$ cat src/rtl/fetch_unit_if.sv
// Instruction-memory request/response bundle between the fetch stage and memory.
interface fetch_unit_if #(
  parameter int unsigned WORD_SIZE = 16
) ();
  logic                 i_readM;
  logic [WORD_SIZE-1:0] i_address;
  logic [WORD_SIZE-1:0] i_data;
  logic                 i_ready;

  modport master (output i_readM, output i_address, input  i_data, input  i_ready);
  modport slave  (input  i_readM, input  i_address, output i_data, output i_ready);
endinterface

$ cat src/rtl/fetch_unit.sv
// IF stage: owns the fetch PC, issues instruction-memory reads and loads IF/ID.
module fetch_unit #(
  parameter int unsigned          WORD_SIZE = 16,
  parameter logic [WORD_SIZE-1:0] RESET_PC  = '0
) (
  input  logic                 clk,
  input  logic                 reset_n,
  fetch_unit_if.master         imem,
  input  logic [WORD_SIZE-1:0] predicted_pc,
  input  logic                 redirect,
  input  logic [WORD_SIZE-1:0] redirect_pc,
  input  logic                 stall,
  output logic [WORD_SIZE-1:0] pc,
  output logic                 if_valid,
  output logic [WORD_SIZE-1:0] if_instr,
  output logic [WORD_SIZE-1:0] if_pc,
  output logic [WORD_SIZE-1:0] if_pred_pc
);

  typedef enum logic [1:0] {IDLE, FETCH, HOLD, DISCARD} state_e;

  state_e               state_q, state_d;
  logic [WORD_SIZE-1:0] addr_q, addr_d;
  logic [WORD_SIZE-1:0] next_q, next_d;
  logic [WORD_SIZE-1:0] hold_instr_q, hold_instr_d;
  logic [WORD_SIZE-1:0] hold_pc_q, hold_pc_d;
  logic [WORD_SIZE-1:0] hold_pred_q, hold_pred_d;
  logic                 ifv_q, ifv_d;
  logic [WORD_SIZE-1:0] ifi_q, ifi_d;
  logic [WORD_SIZE-1:0] ifp_q, ifp_d;
  logic [WORD_SIZE-1:0] ifpr_q, ifpr_d;

  always_ff @(posedge clk or negedge reset_n) begin
    if (!reset_n) begin
      state_q      <= IDLE;
      addr_q       <= RESET_PC;
      next_q       <= RESET_PC;
      hold_instr_q <= '0;
      hold_pc_q    <= '0;
      hold_pred_q  <= '0;
      ifv_q        <= 1'b0;
      ifi_q        <= '0;
      ifp_q        <= '0;
      ifpr_q       <= '0;
    end else begin
      state_q      <= state_d;
      addr_q       <= addr_d;
      next_q       <= next_d;
      hold_instr_q <= hold_instr_d;
      hold_pc_q    <= hold_pc_d;
      hold_pred_q  <= hold_pred_d;
      ifv_q        <= ifv_d;
      ifi_q        <= ifi_d;
      ifp_q        <= ifp_d;
      ifpr_q       <= ifpr_d;
    end
  end

  always_comb begin
    state_d = state_q;
    case (state_q)
      IDLE:    state_d = FETCH;
      FETCH: begin
        if (redirect)                     state_d = imem.i_ready ? FETCH : DISCARD;
        else if (imem.i_ready && stall)   state_d = HOLD;
      end
      HOLD:    if (redirect || !stall) state_d = FETCH;
      DISCARD: if (imem.i_ready)       state_d = FETCH;
      default: state_d = IDLE;
    endcase
  end

  always_comb begin
    addr_d       = addr_q;
    next_d       = next_q;
    hold_instr_d = hold_instr_q;
    hold_pc_d    = hold_pc_q;
    hold_pred_d  = hold_pred_q;
    ifv_d        = stall ? ifv_q : 1'b0;
    ifi_d        = ifi_q;
    ifp_d        = ifp_q;
    ifpr_d       = ifpr_q;
    case (state_q)
      // A redirect seen while idle goes straight to the first request address.
      IDLE: addr_d = redirect ? redirect_pc : next_q;
      FETCH: begin
        if (imem.i_ready) begin
          if (redirect) begin
            addr_d = redirect_pc;
          end else if (!stall) begin
            ifv_d  = 1'b1;
            ifi_d  = imem.i_data;
            ifp_d  = addr_q;
            ifpr_d = predicted_pc;
            addr_d = predicted_pc;
          end else begin
            hold_instr_d = imem.i_data;
            hold_pc_d    = addr_q;
            hold_pred_d  = predicted_pc;
            next_d       = predicted_pc;
          end
        end
      end
      HOLD: begin
        if (redirect) begin
          addr_d = redirect_pc;
        end else if (!stall) begin
          ifv_d  = 1'b1;
          ifi_d  = hold_instr_q;
          ifp_d  = hold_pc_q;
          ifpr_d = hold_pred_q;
          addr_d = next_q;
        end
      end
      DISCARD: if (imem.i_ready) addr_d = redirect ? redirect_pc : next_q;
      default: ;
    endcase
    if (redirect) begin
      next_d       = redirect_pc;
      ifv_d        = 1'b0;
      hold_instr_d = '0;
      hold_pc_d    = '0;
      hold_pred_d  = '0;
    end
  end

  always_comb begin
    imem.i_readM   = (state_q == FETCH) || (state_q == DISCARD);
    imem.i_address = addr_q;
    pc             = addr_q;
    if_valid       = ifv_q;
    if_instr       = ifi_q;
    if_pc          = ifp_q;
    if_pred_pc     = ifpr_q;
  end

endmodule

$ cat src/flat_wrapper.sv
// flat-port wrapper written by rule: the top's interface ports become plain ports
module fetch_unit_flat 
#(
  parameter int unsigned          WORD_SIZE = 16,
  parameter logic [WORD_SIZE-1:0] RESET_PC  = '0
)
  (clk, reset_n, predicted_pc, redirect, redirect_pc, stall, pc, if_valid, if_instr, if_pc, if_pred_pc, imem_i_readM, imem_i_address, imem_i_data, imem_i_ready);
  fetch_unit_if #(.WORD_SIZE(WORD_SIZE)) imem_i ();
  input  logic clk;
  input  logic reset_n;
  input  logic [WORD_SIZE-1:0] predicted_pc;
  input  logic redirect;
  input  logic [WORD_SIZE-1:0] redirect_pc;
  input  logic stall;
  output logic [WORD_SIZE-1:0] pc;
  output logic if_valid;
  output logic [WORD_SIZE-1:0] if_instr;
  output logic [WORD_SIZE-1:0] if_pc;
  output logic [WORD_SIZE-1:0] if_pred_pc;
  output wire logic [$bits(imem_i.i_readM)-1:0] imem_i_readM;
  output wire logic [$bits(imem_i.i_address)-1:0] imem_i_address;
  input wire logic [$bits(imem_i.i_data)-1:0] imem_i_data;
  input wire logic [$bits(imem_i.i_ready)-1:0] imem_i_ready;
  assign imem_i_readM = imem_i.i_readM;
  assign imem_i_address = imem_i.i_address;
  assign imem_i.i_data = imem_i_data;
  assign imem_i.i_ready = imem_i_ready;
  fetch_unit #(.WORD_SIZE(WORD_SIZE), .RESET_PC(RESET_PC)) u_core (.clk(clk), .reset_n(reset_n), .imem(imem_i), .predicted_pc(predicted_pc), .redirect(redirect), .redirect_pc(redirect_pc), .stall(stall), .pc(pc), .if_valid(if_valid), .if_instr(if_instr), .if_pc(if_pc), .if_pred_pc(if_pred_pc));
endmodule
$ cat config.mk
export PLATFORM = sky130hd
export DESIGN_NAME = fetch_unit_flat
export DESIGN_NICKNAME = d
export VERILOG_FILES = /design/src/rtl/fetch_unit_if.sv /design/src/rtl/fetch_unit.sv /design/src/flat_wrapper.sv
export SDC_FILE = /design/constraint.sdc
export NUM_CORES = 1
export LEC_CHECK = 0
export ABC_AREA = 1
export BUFFER_PORTS_ARGS = -buffer_cell sky130_fd_sc_hd__buf_2
export CAP_MARGIN = 0
export CORE_MARGIN = 10
export CORE_UTILIZATION = 39
export DETAILED_ROUTE_END_ITERATION = 6
export PLACE_DENSITY = 0.58
export SLEW_MARGIN = 15
export SYNTH_ARGS = -nofsm -noshare
export SYNTH_HDL_FRONTEND = slang
export SYNTH_SLANG_ARGS = --single-unit
$ cat constraint.sdc
create_clock -name clk -period 3.5 [get_ports clk]
set_input_delay 0.35 -clock clk [delete_from_list [all_inputs] [get_ports clk]]
set_output_delay 0.35 -clock clk [all_outputs]
set_load 0.01 [all_outputs]
### After elaboration in Yosys (flattened, before gate mapping)

Index checks and enable logic that the tools add are counted.

| cells by class | value |
|---|---|
| reductions and logical operators | 13 |
| muxes and demuxes | 49 |
| equal/unequal tests | 13 |

Operators with widths:

| cell | number |
|---|---|
| 16-bit 2-to-1 mux | 34 |
| 16-bit one-hot mux with 2 select lines | 3 |
| 16-bit one-hot mux with 4 select lines | 1 |
| 2-bit != test (second input constant) | 6 |
| 2-bit 2-to-1 mux | 5 |
| 2-bit one-hot mux with 4 select lines | 1 |
| 2-bit nonzero test | 4 |
| 3-bit != test (second input constant) | 2 |
| 3-bit AND reduction | 2 |
| 6-bit AND reduction | 1 |
| 2-bit equality test (second input constant) | 2 |
| 1-bit 2-to-1 mux | 4 |
| 4-bit AND reduction | 1 |
| 3-bit by 2-bit != test with 1-bit output (second input constant) | 1 |
| 2-bit by 1-bit equality test with 1-bit output (second input constant) | 1 |
| 2-bit zero test | 1 |
| 1-bit logical OR | 2 |
| 2-bit by 1-bit != test with 1-bit output (second input constant) | 1 |
| 1-bit one-hot mux with 2 select lines | 1 |
| 1-bit logical AND | 1 |
| 1-bit zero test | 1 |

| storage, ports and cells | value |
|---|---|
| bits in registers | 131 |
| output and inout bits | 82 |
| word-level logic and storage cells | 85 |
| bits of input ports | 53 |

### Longest topological paths before layout

| logic depth | value |
|---|---|
| depth after elaboration | 5 |
| mapped depth | 10 |
| depth with buffers taken out | 8 |

### Worst setup path before layout

OpenSTA, ideal clock, no wires.

| timing path | value |
|---|---|
| kind | register to register |
| from | reg u_core.state_q[0] |
| to | reg u_core.ifpr_q[7], in the netlist u_core.if_pred_pc[7] |
| arrival time | 1445 ps |
| path buffers | 3 |
| period minus slack after synthesis | 1563 ps |
| stages on the path, launching flop included | 10 |
| setup time | 117 ps |
| slack | 1937 ps |
| path through | dfrtp_1 > inv_1 > ha_1 > buf_4 > o21ai_4 > nand3_2 > buf_4 > buf_4 > nand2_1 > nand2_1 |

| on the way | value |
|---|---|
| word-level cells in the longest chain between the ends | 3 |

RTL lines:

| what | RTL line | RTL |
|---|---|---|
| start: declaration | fetch_unit.sv:22 | `state_e state_q, state_d;` |
| start signal: assignment | fetch_unit.sv:46 | `state_q <= state_d;` |
| 2-bit by 1-bit equality test with 1-bit output / 2-bit equality test (equally long branches) | fetch_unit.sv:83 | `case (state_q)` |
| 2-bit != test (no source line) / 2-bit nonzero test (equally long branches) | - |  |
| 6-bit AND reduction (no source line) | - |  |
| end signal: assignment | fetch_unit.sv:55 | `ifpr_q <= ifpr_d;` |
| end: declaration | fetch_unit.sv:31 | `logic [WORD_SIZE-1:0] ifpr_q, ifpr_d;` |

Parallel ways exist; a longest one is shown, timed or not.
A chain may end at the register's enable or synchronous reset.

### Final worst setup path

| timing path | value |
|---|---|
| from | reg u_core.state_q[0] |
| to | reg u_core.ifi_q[3], in the netlist u_core.if_instr[3] |

| on the way | value |
|---|---|
| word-level cells in the longest chain between the ends | 3 |

RTL lines:

| what | RTL line | RTL |
|---|---|---|
| 2-bit by 1-bit equality test with 1-bit output / 2-bit equality test (equally long branches) | fetch_unit.sv:83 |  |
| 2-bit != test (no source line) / 2-bit nonzero test (equally long branches) | - |  |
| 6-bit AND reduction (no source line) | - |  |
| end signal: assignment | fetch_unit.sv:53 | `ifi_q <= ifi_d;` |
| end: declaration | fetch_unit.sv:29 | `logic [WORD_SIZE-1:0] ifi_q, ifi_d;` |

Parallel ways exist; a longest one is shown, timed or not.

==> Flow_metrics.wiki <==
{| class="wikitable"
! Metric !! Value
|-
| Final design area excluding fillers || approximately 7700 um^2
|-
| Worst hold margin || 150 ps
|-
| Number of distinct library cell variants in the gate-level netlist after synthesis || 24
|-
| Number of iterations in the first detailed-routing pass || 5
|-
| DRC Markers || 0
|-
| Initial cell density of the core || 40.2%
|-
| Launching element type of the critical path || register
|-
| Post-synthesis cell area || roughly 6400 um^2
|-
| Maximum number of pins on one net before global-route repair || 70
|-
| Category of the critical setup timing path || reg2reg
|-
| Full die area || ~22000 um^2
|-
| Most common cell after layout, fill and taps aside || sky130_fd_sc_hd__nand2_1
|-
| Number of buffers inserted by port buffering || between 100 and 150
|-
| Path type of the worst min-delay path || in2reg
|-
| Via count || roughly 5600
|-
| Overall routing resource usage || ~17%
|-
| Number of antenna repair diodes || 0
|-
| Nets || around 990
|-
| Average vias per placed instance || approximately 4.8
|-
| Die span in x || between 100 and 150 um
|-
| Number of DRC markers after the initial detailed-route iteration || a little under 400
|-
| Detailed Place HPWL || about 12 mm
|-
| Synthesized netlist cell count || roughly 830
|-
| Mean area per synthesized cell || around 7.7 um^2
|-
| Placement Rows || 46
|-
| Later-pin clock latency in the skew report || ~430 ps
|-
| Via count of the first global-routing pass || about 5600
|-
| TritonCTS sink count || roughly 130
|-
| Cell chosen for the clock root || sky130_fd_sc_hd__clkbuf_16
|-
| Clock slew at reported path FFs || roughly 60 ps
|-
| Overall power of the completed layout || between 6 and 7 mW
|-
| Minimum period implied by the final worst setup slack || 2300 ps
|-
| Aggregate routed wire length || 18.7 mm
|-
| Number of hold-slack violations in the final timing report || 0
|-
| Part of the Yosys area used for sequential elements || just over 50%
|-
| Post-placement cell area || slightly above 7000 um^2
|-
| Status || completed
|-
| Largest buffer count on any clock path || 2
|-
| Crit path DAT || about 2700 ps
|-
| Leading cell types in the layout, fill and taps excluded || sky130_fd_sc_hd__nand2_1 (331), sky130_fd_sc_hd__buf_2 (133), sky130_fd_sc_hd__dfrtp_1 (131)
|-
| Data required time at the worst endpoint || slightly below 4000 ps
|-
| Y dimension of the die || approximately 150 um
|-
| Number of buffers inserted during clock tree synthesis || 17
|-
| Post-DR wirelength/cell || around 16 um
|-
| Number of max-capacitance violations reported || 0
|-
| RSZ-0062 raised after global routing || false
|-
| Headroom to the max-slew limit || 42.5%
|-
| Actual slew at the worst max-slew pin || 863 ps
|-
| Wire length of the first global-routing pass || roughly 30 mm
|-
| Area added between synthesis and finish || 19.7%
|-
| Peak supply drop || ~420 uV
|-
| Setup_tns || 0 ps
|-
| Final setup violation count || 0
|-
| Number of antenna violations at the first check in global routing || 0
|-
| Number of H-tree levels || 4
|-
| CP endpoint kind || register
|-
| Crit share post-route || 65.7%
|-
| GR Overflow Total || 0
|-
| Flop and latch count out of synthesis || 131
|-
| CTS tree || yes
|-
| Top-Level Pins || ~140
|-
| Core ar. || 16100 um^2
|-
| Layout cells sized above 1 || a little over 20%
|-
| Static power due to leakage || 4.13 nW
|-
| Power density normalized to cell area || ~830 nW/um^2
|-
| Weighted congestion reported at the end of routability-driven placement || around 0.8
|-
| Max Fanout on Critical Path || 33
|-
| Maximum clock frequency || ~430 MHz
|-
| Yosys warns || 0
|-
| Final ANT Viol Nets || 0
|-
| Fin. max-slew vios || 0
|-
| Post-Synthesis Net Count || 889
|-
| Clock skew || 6.07 ps
|}
==> worst max-delay path: stages (launching register included) <==
cell                      delay (ps)
sky130_fd_sc_hd__dfrtp_1         430
sky130_fd_sc_hd__inv_1            90
sky130_fd_sc_hd__ha_2            340
sky130_fd_sc_hd__buf_4           350
sky130_fd_sc_hd__o21ai_4         100
sky130_fd_sc_hd__nand3_2         290
sky130_fd_sc_hd__buf_4           420
sky130_fd_sc_hd__nand2_1         110
sky130_fd_sc_hd__nand2_1          80
==> registers in the layout (all words and copies together), names as in the netlist <==
name / cells
u_core.hold_instr_q: 16
u_core.hold_pc_q: 16
u_core.hold_pred_q: 16
u_core.if_instr: 16
u_core.if_pc: 16
u_core.if_pred_pc: 16
u_core.if_valid: 1
u_core.imem.i_address: 16
u_core.next_q: 16
u_core.state_q: 2
==> routing by layer <==
metal	up-vias	wire length, um	global-route usage, %
met5	-	0	0
met4	0	271	5.85
met3	22	1070	4.31
met2	142	8710	27.5
met1	2625	8600	22.5
li1	2822	-	-
==> through the flow <==
step	setup slack (ps)	cells	utilization, %
after floorplan	1940	832	-
after global placement	1300	1124	44.3
after detailed placement	1220	1124	44.3
after CTS	1200	1157	48.1
after global routing	981	1157	48.1
final	1200	1157	48.1
==> path summary, 6_finish.rpt <==
path                              startpoint  depth (start not counted)                     end  slack (ps)
max                        u_core.state_q[0]                          8      u_core.if_instr[3]        1200
min                           imem_i_data[7]                          3  u_core.hold_instr_q[7]         150
max reg2reg                u_core.state_q[0]                          8      u_core.if_instr[3]        1200
min reg2reg                 u_core.if_pc[11]                          2        u_core.if_pc[11]         470
max in group asynchronous            reset_n                          3      u_core.if_instr[1]        2210
min in group asynchronous            reset_n                          2        u_core.next_q[1]         510
==> timing repair <==
action / CTS / global route
endpoints found under the hold margin: 68 / 0
hold buffers: 1 / 0
buffers inserted: 0 / 0
gates resized for setup: 0 / 0
==> logic make-up after synthesis <==
| family | count (synthesis) | share of synthesized area (%) |
|---|---|---|
| AO/OA/AOI/OAI | 123 | 10.4 |
| buffers and inverters | 138 | 10.2 |
| AND/OR/NAND/NOR | 436 | 27.8 |
| adder cells (fa/ha/maj) | 4 | 0.776 |
| flip-flops | 131 | 50.8 |
==> layout make-up <==
| class | instances | area [um^2] |
|---|---|---|
| Timing Repair Buffer | 147 | 790 |
| Clock buffer | 24 | 502 |
| Fill cell | 1620 | 8340 |
| Sequential cell | 131 | 3280 |
| Inverter | 68 | 255 |
| Tap cell | 216 | 270 |
| Clock inverter | 8 | 98.8 |
| Multi-Input combinational cell | 563 | 2520 |
==> synthesized netlist by cell type (all sizes together) <==
cell type,count,share of area [%]
a21oi,2,0.16
buf,58,5.5
clkbuf,12,0.70
dfrtp,131,51
ha,4,0.78
inv,68,4.0
nand2,333,19
nand3,92,7.3
nand3b,1,0.12
nand4,2,0.19
nor2,7,0.68
o21ai,105,8.4
o31ai,16,1.9
or2,1,0.097
==> power breakdown <==
part / total (mW) / switching (mW) / internal (mW)
Sequential: 2.30 / 0.345 / 1.95
Combinational: 2.32 / 1.53 / 0.790
Clock: 1.79 / 0.655 / 1.14
No activity file was read; power rests on OpenSTA's default activity.
